--- config.mk ---
export PLATFORM = sky130hd
export DESIGN_NAME = rst_err_ctrl_flat
export DESIGN_NICKNAME = d
export VERILOG_FILES = /design/src/rtl/proc_ctrl_pkg.sv /design/src/rtl/rst_err_ctrl_if.sv /design/src/rtl/sat_counter.sv /design/src/rtl/rst_err_ctrl.sv /design/src/flat_wrapper.sv
export SDC_FILE = /design/constraint.sdc
export NUM_CORES = 1
export LEC_CHECK = 0
export CAP_MARGIN = 20
export CORE_AREA = 5 5 77 79
export DETAILED_ROUTE_END_ITERATION = 12
export DIE_AREA = 0 0 82 84
export PLACE_DENSITY = 0.77
export REMOVE_ABC_BUFFERS = 1
export SYNTH_ARGS = -nofsm -noshare
export SYNTH_HDL_FRONTEND = slang
export SYNTH_SLANG_ARGS = --single-unit
--- constraint.sdc ---
create_clock -name clk -period 2.93 [get_ports clk]
set_input_delay 0.7325 -clock clk [delete_from_list [all_inputs] [get_ports clk]]
set_output_delay 0.7325 -clock clk [all_outputs]
set_load 0.01 [all_outputs]
--- src/rtl/proc_ctrl_pkg.sv ---
// Shared definitions for the reset/error supervisor.
// Contents:
//   state_t          supervisor FSM states
//   status_t         terminal status code, also used for reporting
//   RST_CYCLES_DEF   default core reset stretch length
//   MAX_CYCLES_DEF   default run-cycle limit (0 would disable it)
//   flags_to_status  folds the three sticky flags into one status code
package proc_ctrl_pkg;

  localparam int unsigned RST_CYCLES_DEF = 4;
  localparam int unsigned MAX_CYCLES_DEF = 100000;

  typedef enum logic [2:0] {
    S_RESET,
    S_RUN,
    S_ERROR,
    S_HALTED,
    S_TIMEOUT
  } state_t;

  typedef enum logic [1:0] {
    ST_NONE,
    ST_ERR,
    ST_HALT,
    ST_TIMEOUT
  } status_t;

  // Only one sticky flag can ever be set, so the order of the tests
  // here does not matter for a legal flag combination.
  function automatic status_t flags_to_status(input logic err_seen,
                                              input logic halted,
                                              input logic timeout);
    status_t s;
    s = ST_NONE;
    if (err_seen)     s = ST_ERR;
    else if (halted)  s = ST_HALT;
    else if (timeout) s = ST_TIMEOUT;
    return s;
  endfunction

endpackage

--- src/rtl/rst_err_ctrl_if.sv ---
// Signal bundle between the processor core side and the supervisor.
// Ports:
//   err, halt          core status flags into the supervisor
//   proc_rst           stretched core reset out of the supervisor
//   cycle_count        completed run cycles
//   err_seen, halted,
//   timeout, done      sticky terminal status
// Modports:
//   master  core / bench side (drives err, halt)
//   slave   supervisor side (drives everything else)
interface rst_err_ctrl_if #(
  parameter int unsigned CYC_W = 32
);

  logic             err;
  logic             halt;
  logic             proc_rst;
  logic [CYC_W-1:0] cycle_count;
  logic             err_seen;
  logic             halted;
  logic             timeout;
  logic             done;

  modport master (
    output err, halt,
    input  proc_rst, cycle_count, err_seen, halted, timeout, done
  );

  modport slave (
    input  err, halt,
    output proc_rst, cycle_count, err_seen, halted, timeout, done
  );

endinterface

--- src/rtl/sat_counter.sv ---
// Up-counter with synchronous clear and optional saturation.
// Ports:
//   clk       clock, rising edge
//   clr       synchronous clear to zero, highest priority
//   en        count enable
//   saturate  1: hold at all-ones, 0: wrap to zero
//   count     current value
module sat_counter #(
  parameter int unsigned W = 32
) (
  input  logic         clk,
  input  logic         clr,
  input  logic         en,
  input  logic         saturate,
  output logic [W-1:0] count
);

  logic at_max;

  assign at_max = &count;

  always_ff @(posedge clk) begin
    if (clr) begin
      count <= '0;
    end else if (en && !(saturate && at_max)) begin
      count <= count + W'(1);
    end
  end

endmodule

--- src/rtl/rst_err_ctrl.sv ---
// Reset/error supervisor sitting between the clock/reset source and the core.
// Stretches the raw reset into a minimum-length core reset, counts run
// cycles and latches the first terminal event (error, halt or timeout).
// Ports:
//   clk   clock, rising edge
//   rst   synchronous active-high reset
//   bus   slave side of rst_err_ctrl_if (err/halt in, status out)
// All outputs are registered.
module rst_err_ctrl
  import proc_ctrl_pkg::*;
#(
  parameter int unsigned RST_CYCLES = RST_CYCLES_DEF,
  parameter int unsigned CYC_W      = 32,
  parameter int unsigned MAX_CYCLES = MAX_CYCLES_DEF
) (
  input logic           clk,
  input logic           rst,
  rst_err_ctrl_if.slave bus
);

  localparam int unsigned SW = (RST_CYCLES > 1) ? $clog2(RST_CYCLES) : 1;
  localparam logic [SW-1:0] STRETCH_INIT = SW'(RST_CYCLES - 1);
  localparam bit LIMIT_ON = (MAX_CYCLES != 0);
  // Timeout fires when the count that is about to be incremented equals
  // MAX_CYCLES-1, so the frozen count ends at exactly MAX_CYCLES.
  localparam logic [CYC_W-1:0] LIMIT = CYC_W'((MAX_CYCLES == 0) ? 0 : MAX_CYCLES - 1);

  state_t        state, state_next;
  logic [SW-1:0] stretch, stretch_next;
  logic          proc_rst_q, proc_rst_next;
  logic          err_seen_q, err_seen_next;
  logic          halted_q, halted_next;
  logic          timeout_q, timeout_next;
  logic          done_q, done_next;
  logic          run_en;
  logic [CYC_W-1:0] count;

  sat_counter #(.W(CYC_W)) u_cycle_cnt (
    .clk      (clk),
    .clr      (rst),
    .en       (run_en),
    .saturate (1'b1),
    .count    (count)
  );

  always_ff @(posedge clk) begin
    if (rst) begin
      state      <= S_RESET;
      stretch    <= STRETCH_INIT;
      proc_rst_q <= 1'b1;
      err_seen_q <= 1'b0;
      halted_q   <= 1'b0;
      timeout_q  <= 1'b0;
      done_q     <= 1'b0;
    end else begin
      state      <= state_next;
      stretch    <= stretch_next;
      proc_rst_q <= proc_rst_next;
      err_seen_q <= err_seen_next;
      halted_q   <= halted_next;
      timeout_q  <= timeout_next;
      done_q     <= done_next;
    end
  end

  // proc_rst drops on the same edge that moves RESET to RUN, giving
  // exactly RST_CYCLES high cycles after the last rst cycle.
  // err beats halt beats timeout when several hit the same RUN cycle.
  always_comb begin
    state_next    = state;
    stretch_next  = stretch;
    proc_rst_next = 1'b0;
    err_seen_next = err_seen_q;
    halted_next   = halted_q;
    timeout_next  = timeout_q;
    run_en        = 1'b0;

    case (state)
      S_RESET: begin
        proc_rst_next = 1'b1;
        if (stretch == '0) begin
          state_next    = S_RUN;
          proc_rst_next = 1'b0;
        end else begin
          stretch_next = stretch - SW'(1);
        end
      end
      S_RUN: begin
        run_en = 1'b1;
        if (bus.err) begin
          state_next    = S_ERROR;
          err_seen_next = 1'b1;
        end else if (bus.halt) begin
          state_next  = S_HALTED;
          halted_next = 1'b1;
        end else if (LIMIT_ON && (count == LIMIT)) begin
          state_next   = S_TIMEOUT;
          timeout_next = 1'b1;
        end
      end
      S_ERROR, S_HALTED, S_TIMEOUT: begin
      end
      default: begin
        state_next = S_RESET;
      end
    endcase

    done_next = err_seen_next | halted_next | timeout_next;
  end

  assign bus.proc_rst    = proc_rst_q;
  assign bus.cycle_count = count;
  assign bus.err_seen    = err_seen_q;
  assign bus.halted      = halted_q;
  assign bus.timeout     = timeout_q;
  assign bus.done        = done_q;

endmodule

--- src/flat_wrapper.sv ---
// flat-port wrapper written by rule: the top's interface ports become plain ports
module rst_err_ctrl_flat import proc_ctrl_pkg::*;
#(
  parameter int unsigned RST_CYCLES = RST_CYCLES_DEF,
  parameter int unsigned CYC_W      = 32,
  parameter int unsigned MAX_CYCLES = MAX_CYCLES_DEF
)
  (clk, rst, bus_err, bus_halt, bus_proc_rst, bus_cycle_count, bus_err_seen, bus_halted, bus_timeout, bus_done);
  rst_err_ctrl_if #(.CYC_W(CYC_W)) bus_i ();
  input logic clk;
  input logic rst;
  input wire logic [$bits(bus_i.err)-1:0] bus_err;
  input wire logic [$bits(bus_i.halt)-1:0] bus_halt;
  output wire logic [$bits(bus_i.proc_rst)-1:0] bus_proc_rst;
  output wire logic [$bits(bus_i.cycle_count)-1:0] bus_cycle_count;
  output wire logic [$bits(bus_i.err_seen)-1:0] bus_err_seen;
  output wire logic [$bits(bus_i.halted)-1:0] bus_halted;
  output wire logic [$bits(bus_i.timeout)-1:0] bus_timeout;
  output wire logic [$bits(bus_i.done)-1:0] bus_done;
  assign bus_i.err = bus_err;
  assign bus_i.halt = bus_halt;
  assign bus_proc_rst = bus_i.proc_rst;
  assign bus_cycle_count = bus_i.cycle_count;
  assign bus_err_seen = bus_i.err_seen;
  assign bus_halted = bus_i.halted;
  assign bus_timeout = bus_i.timeout;
  assign bus_done = bus_i.done;
  rst_err_ctrl #(.RST_CYCLES(RST_CYCLES), .CYC_W(CYC_W), .MAX_CYCLES(MAX_CYCLES)) u_core (.clk(clk), .rst(rst), .bus(bus_i));
endmodule
==> qor.yml <==
grt_pass1_vias: 1980
drive_gt1_share_pct: 8.278
num_rows: 27
fmax_mhz: 391.7
reg2reg_to: "u_core.u_cycle_cnt.count[28]"
antenna_left: 0
h-tree-depth: 2
grt.total_usage_pct: 17.17
wirelength_um: 5588
ys_seq_area_share_pct: 39.72
cts_buffers: 5
worstSetupStartpointType: "flop"
drc: 0
ctsHoldBuffers: 0
hold-path-endpoint: "u_core.stretch[1]"
post-dp-hpwl_um: 3959
core-area_um2: 5270
post_cts_resized: 0
ys_ff_latch: 42
holdPathStages: 1
p_per_area_nw_per_um2: 425.8
start_util_pct: 40.17
antenna_found_initial: 0
relSlewSlack_pct: 64.65
grt_overflow: 0
wl_per_cell_um: 14.94
dieArea_um2: 6888
syn-cell-area_um2: 2117
yosysMostFrequentCell: "dfxtp_1"
max_cap_violations: 0
ff2ff_setup_slack_ns: 0.38
setup_viol: 0
crit_path_cell_trace: "ha_1 -> nand4_2 -> or3_4 -> or3_4 -> or4_1 -> a21oi_1"
path_max_fanout: 13
synth_common_cells: "42 x dfxtp_1, 29 x a21oi_1, 20 x o21ai_0"
fill_cells: 528
crit_start: "u_core.u_cycle_cnt.count[0]"
synth-async-reset-ratio_pct: 0
root_buffer: "clkbuf_8"
clock_path_buffers: 2
register_area_um2: 840.8
r2r-start: "u_core.u_cycle_cnt.count[0]"
worst_pin_slew_ns: 0.5254
clk_pin_slew_worst_paths_ns: 0.09
crit_type: "reg -> reg"
hold_slack_ns: 0.4954
synth_area_per_cell_um2: 8.142
clock_sinks: 42
hold_viol: 0
report.final.slew_viol_count: 0
worstPathRequired_ns: 3.16
rsz0062_at_grt: "false"
clk_latency_ns: 0.30
p_leak_nw: 0.8393
path_common_cell: "or3_4"
portBuffers: 40
end_kind: "flop"
tns_ns: 0
drtIter0Drc: 190
synth_area_leaders: "dfxtp_1 40%, a21oi_1 6.9%, or3_1 5.3%"
vias: 2199
synth_top_cell_area_share_pct: 39.72
drt_pre_antenna_iters: 4
worstRegToRegCells: 6
multi_input_comb_area_um2: 1199
status: "finished, final reports clean"
cp_slowest_cell: "or4_1"
hp-class: "reg -> reg"
io_pins: 41
yosys_warnings: 0
cts_tree: "yes"
ys_types: 40
ir_drop_uv: 185.0
routed_via_density: 5.880
fin_skew_ns: 0.008669
die_x_um: 82
grt_pass1_wl_um: 9473
nets: 307
period_needed_ns: 2.553
die_h_um: 84
hold_start: "u_core.stretch[1]"
cts_setup_buffers: 0
area_delta_synth_final_pct: 27.72
grt_max_degree: 19
ys.flop_type: "dfxtp_1"
yosysTopAreaCell: "dfxtp_1"
n_antenna_cell: 0
synth_enable_flop_cells: 0
synthCells: 260
worstPathArrival_ns: 2.78
gp_congestion: 0.8411
timing.final.crit_share_pct: 87.14
max_stage_delay_ns: 0.49
-- power by group --
group | switching [mW] | internal (mW) | total (mW)
clock network | 0.212 | 0.190 | 0.401
registers | 0.0188 | 0.594 | 0.613
logic | 0.0727 | 0.0643 | 0.137
total | 0.303 | 0.848 | 1.15
-- sequential cells by signal (all words and copies together), names as in the netlist --
register / count
u_core.bus.done: 1
u_core.u_cycle_cnt.count: 32
u_core.bus.err_seen: 1
u_core.stretch: 2
u_core.bus.timeout: 1
u_core.state: 3
u_core.bus.halted: 1
u_core.bus.proc_rst: 1
-- layout make-up --
| cell class | count | area share [%] |
|---|---|---|
| Multi-Input combinational cell | 198 | 44.33 |
| Inverter | 7 | 0.9718 |
| Sequential cell | 42 | 31.10 |
| Clock buffer | 6 | 3.054 |
| Timing Repair Buffer | 47 | 16.75 |
| Clock inverter | 2 | 0.4627 |
| Tap cell | 72 | 3.332 |
-- placed cells by master (no fill, tap or decap), types with 2 or more instances in the layout --
| cell | count |
|---|---|
| clkdlybuf4s50_1 | 40 |
| nor2b_1 | 2 |
| nor2_1 | 16 |
| a31oi_1 | 3 |
| inv_1 | 7 |
| and2_1 | 2 |
| nand4_1 | 11 |
| xnor2_1 | 2 |
| or3_4 | 2 |
| o31ai_1 | 8 |
| o21ai_0 | 20 |
| nand2_1 | 16 |
| clkbuf_8 | 6 |
| or3_1 | 18 |
| nor4_1 | 9 |
| dfxtp_1 | 42 |
| buf_4 | 7 |
| or3b_2 | 2 |
| a21oi_1 | 29 |
| or4_1 | 10 |
| ha_1 | 2 |
| o31a_1 | 2 |
| and3_1 | 3 |
| nand3_1 | 17 |
| nor3_1 | 4 |
| and4_1 | 5 |
-- cells by family after synthesis --
| kind of cell | count (synthesis) | share of synthesized area [%] |
|---|---|---|
| buf+inv | 20 | 3.665 |
| simple gates | 123 | 34.40 |
| fa+ha+maj | 2 | 1.182 |
| flops | 42 | 39.72 |
| xor+xnor | 2 | 0.8276 |
| mux | 1 | 0.5319 |
| compound gates | 70 | 19.68 |
-- stage by stage --
stage | instances | power [mW] | util, % | setup slack [ns] | cell area [µm²]
after floorplan | 247 | 0.7021 | - | 0.5508 | 2066
after global placement | 366 | 0.7545 | 49.50 | 0.4893 | 2609
after detailed placement | 366 | 0.7618 | 49.50 | 0.4108 | 2609
after CTS | 374 | 1.157 | 51.31 | 0.3678 | 2704
after global routing | 374 | 1.202 | 51.31 | 0.2581 | 2704
final | 374 | 1.151 | 51.31 | 0.3767 | 2704
-- per-layer routing --
metal  share of wire, %  vias to the layer above  global-route usage [%]
li1                   -                     1072                       -
met1                 46                     1049                   23.82
met2                 47                       70                   26.38
met3                5.8                        8                   4.428
met4               0.98                        0                   4.079
met5                  0                        -                       0
-- worst max-delay path by stage --
stage,slack (ns),to
after global placement,0.49,u_core.u_cycle_cnt.count[28]
final,0.38,u_core.u_cycle_cnt.count[28]
after detailed placement,0.41,u_core.u_cycle_cnt.count[28]
after CTS,0.37,u_core.u_cycle_cnt.count[28]
after global routing,0.26,u_core.u_cycle_cnt.count[28]
after floorplan,0.55,u_core.u_cycle_cnt.count[28]
-- critical path: cells and delay by family (launching register included) --
kind	cells	cell delay, ns
flops	1	0.43
simple gates	4	1.65
compound gates	1	0.16
fa+ha+maj	1	0.25
Note: power is estimated with default switching activity, not from simulation.
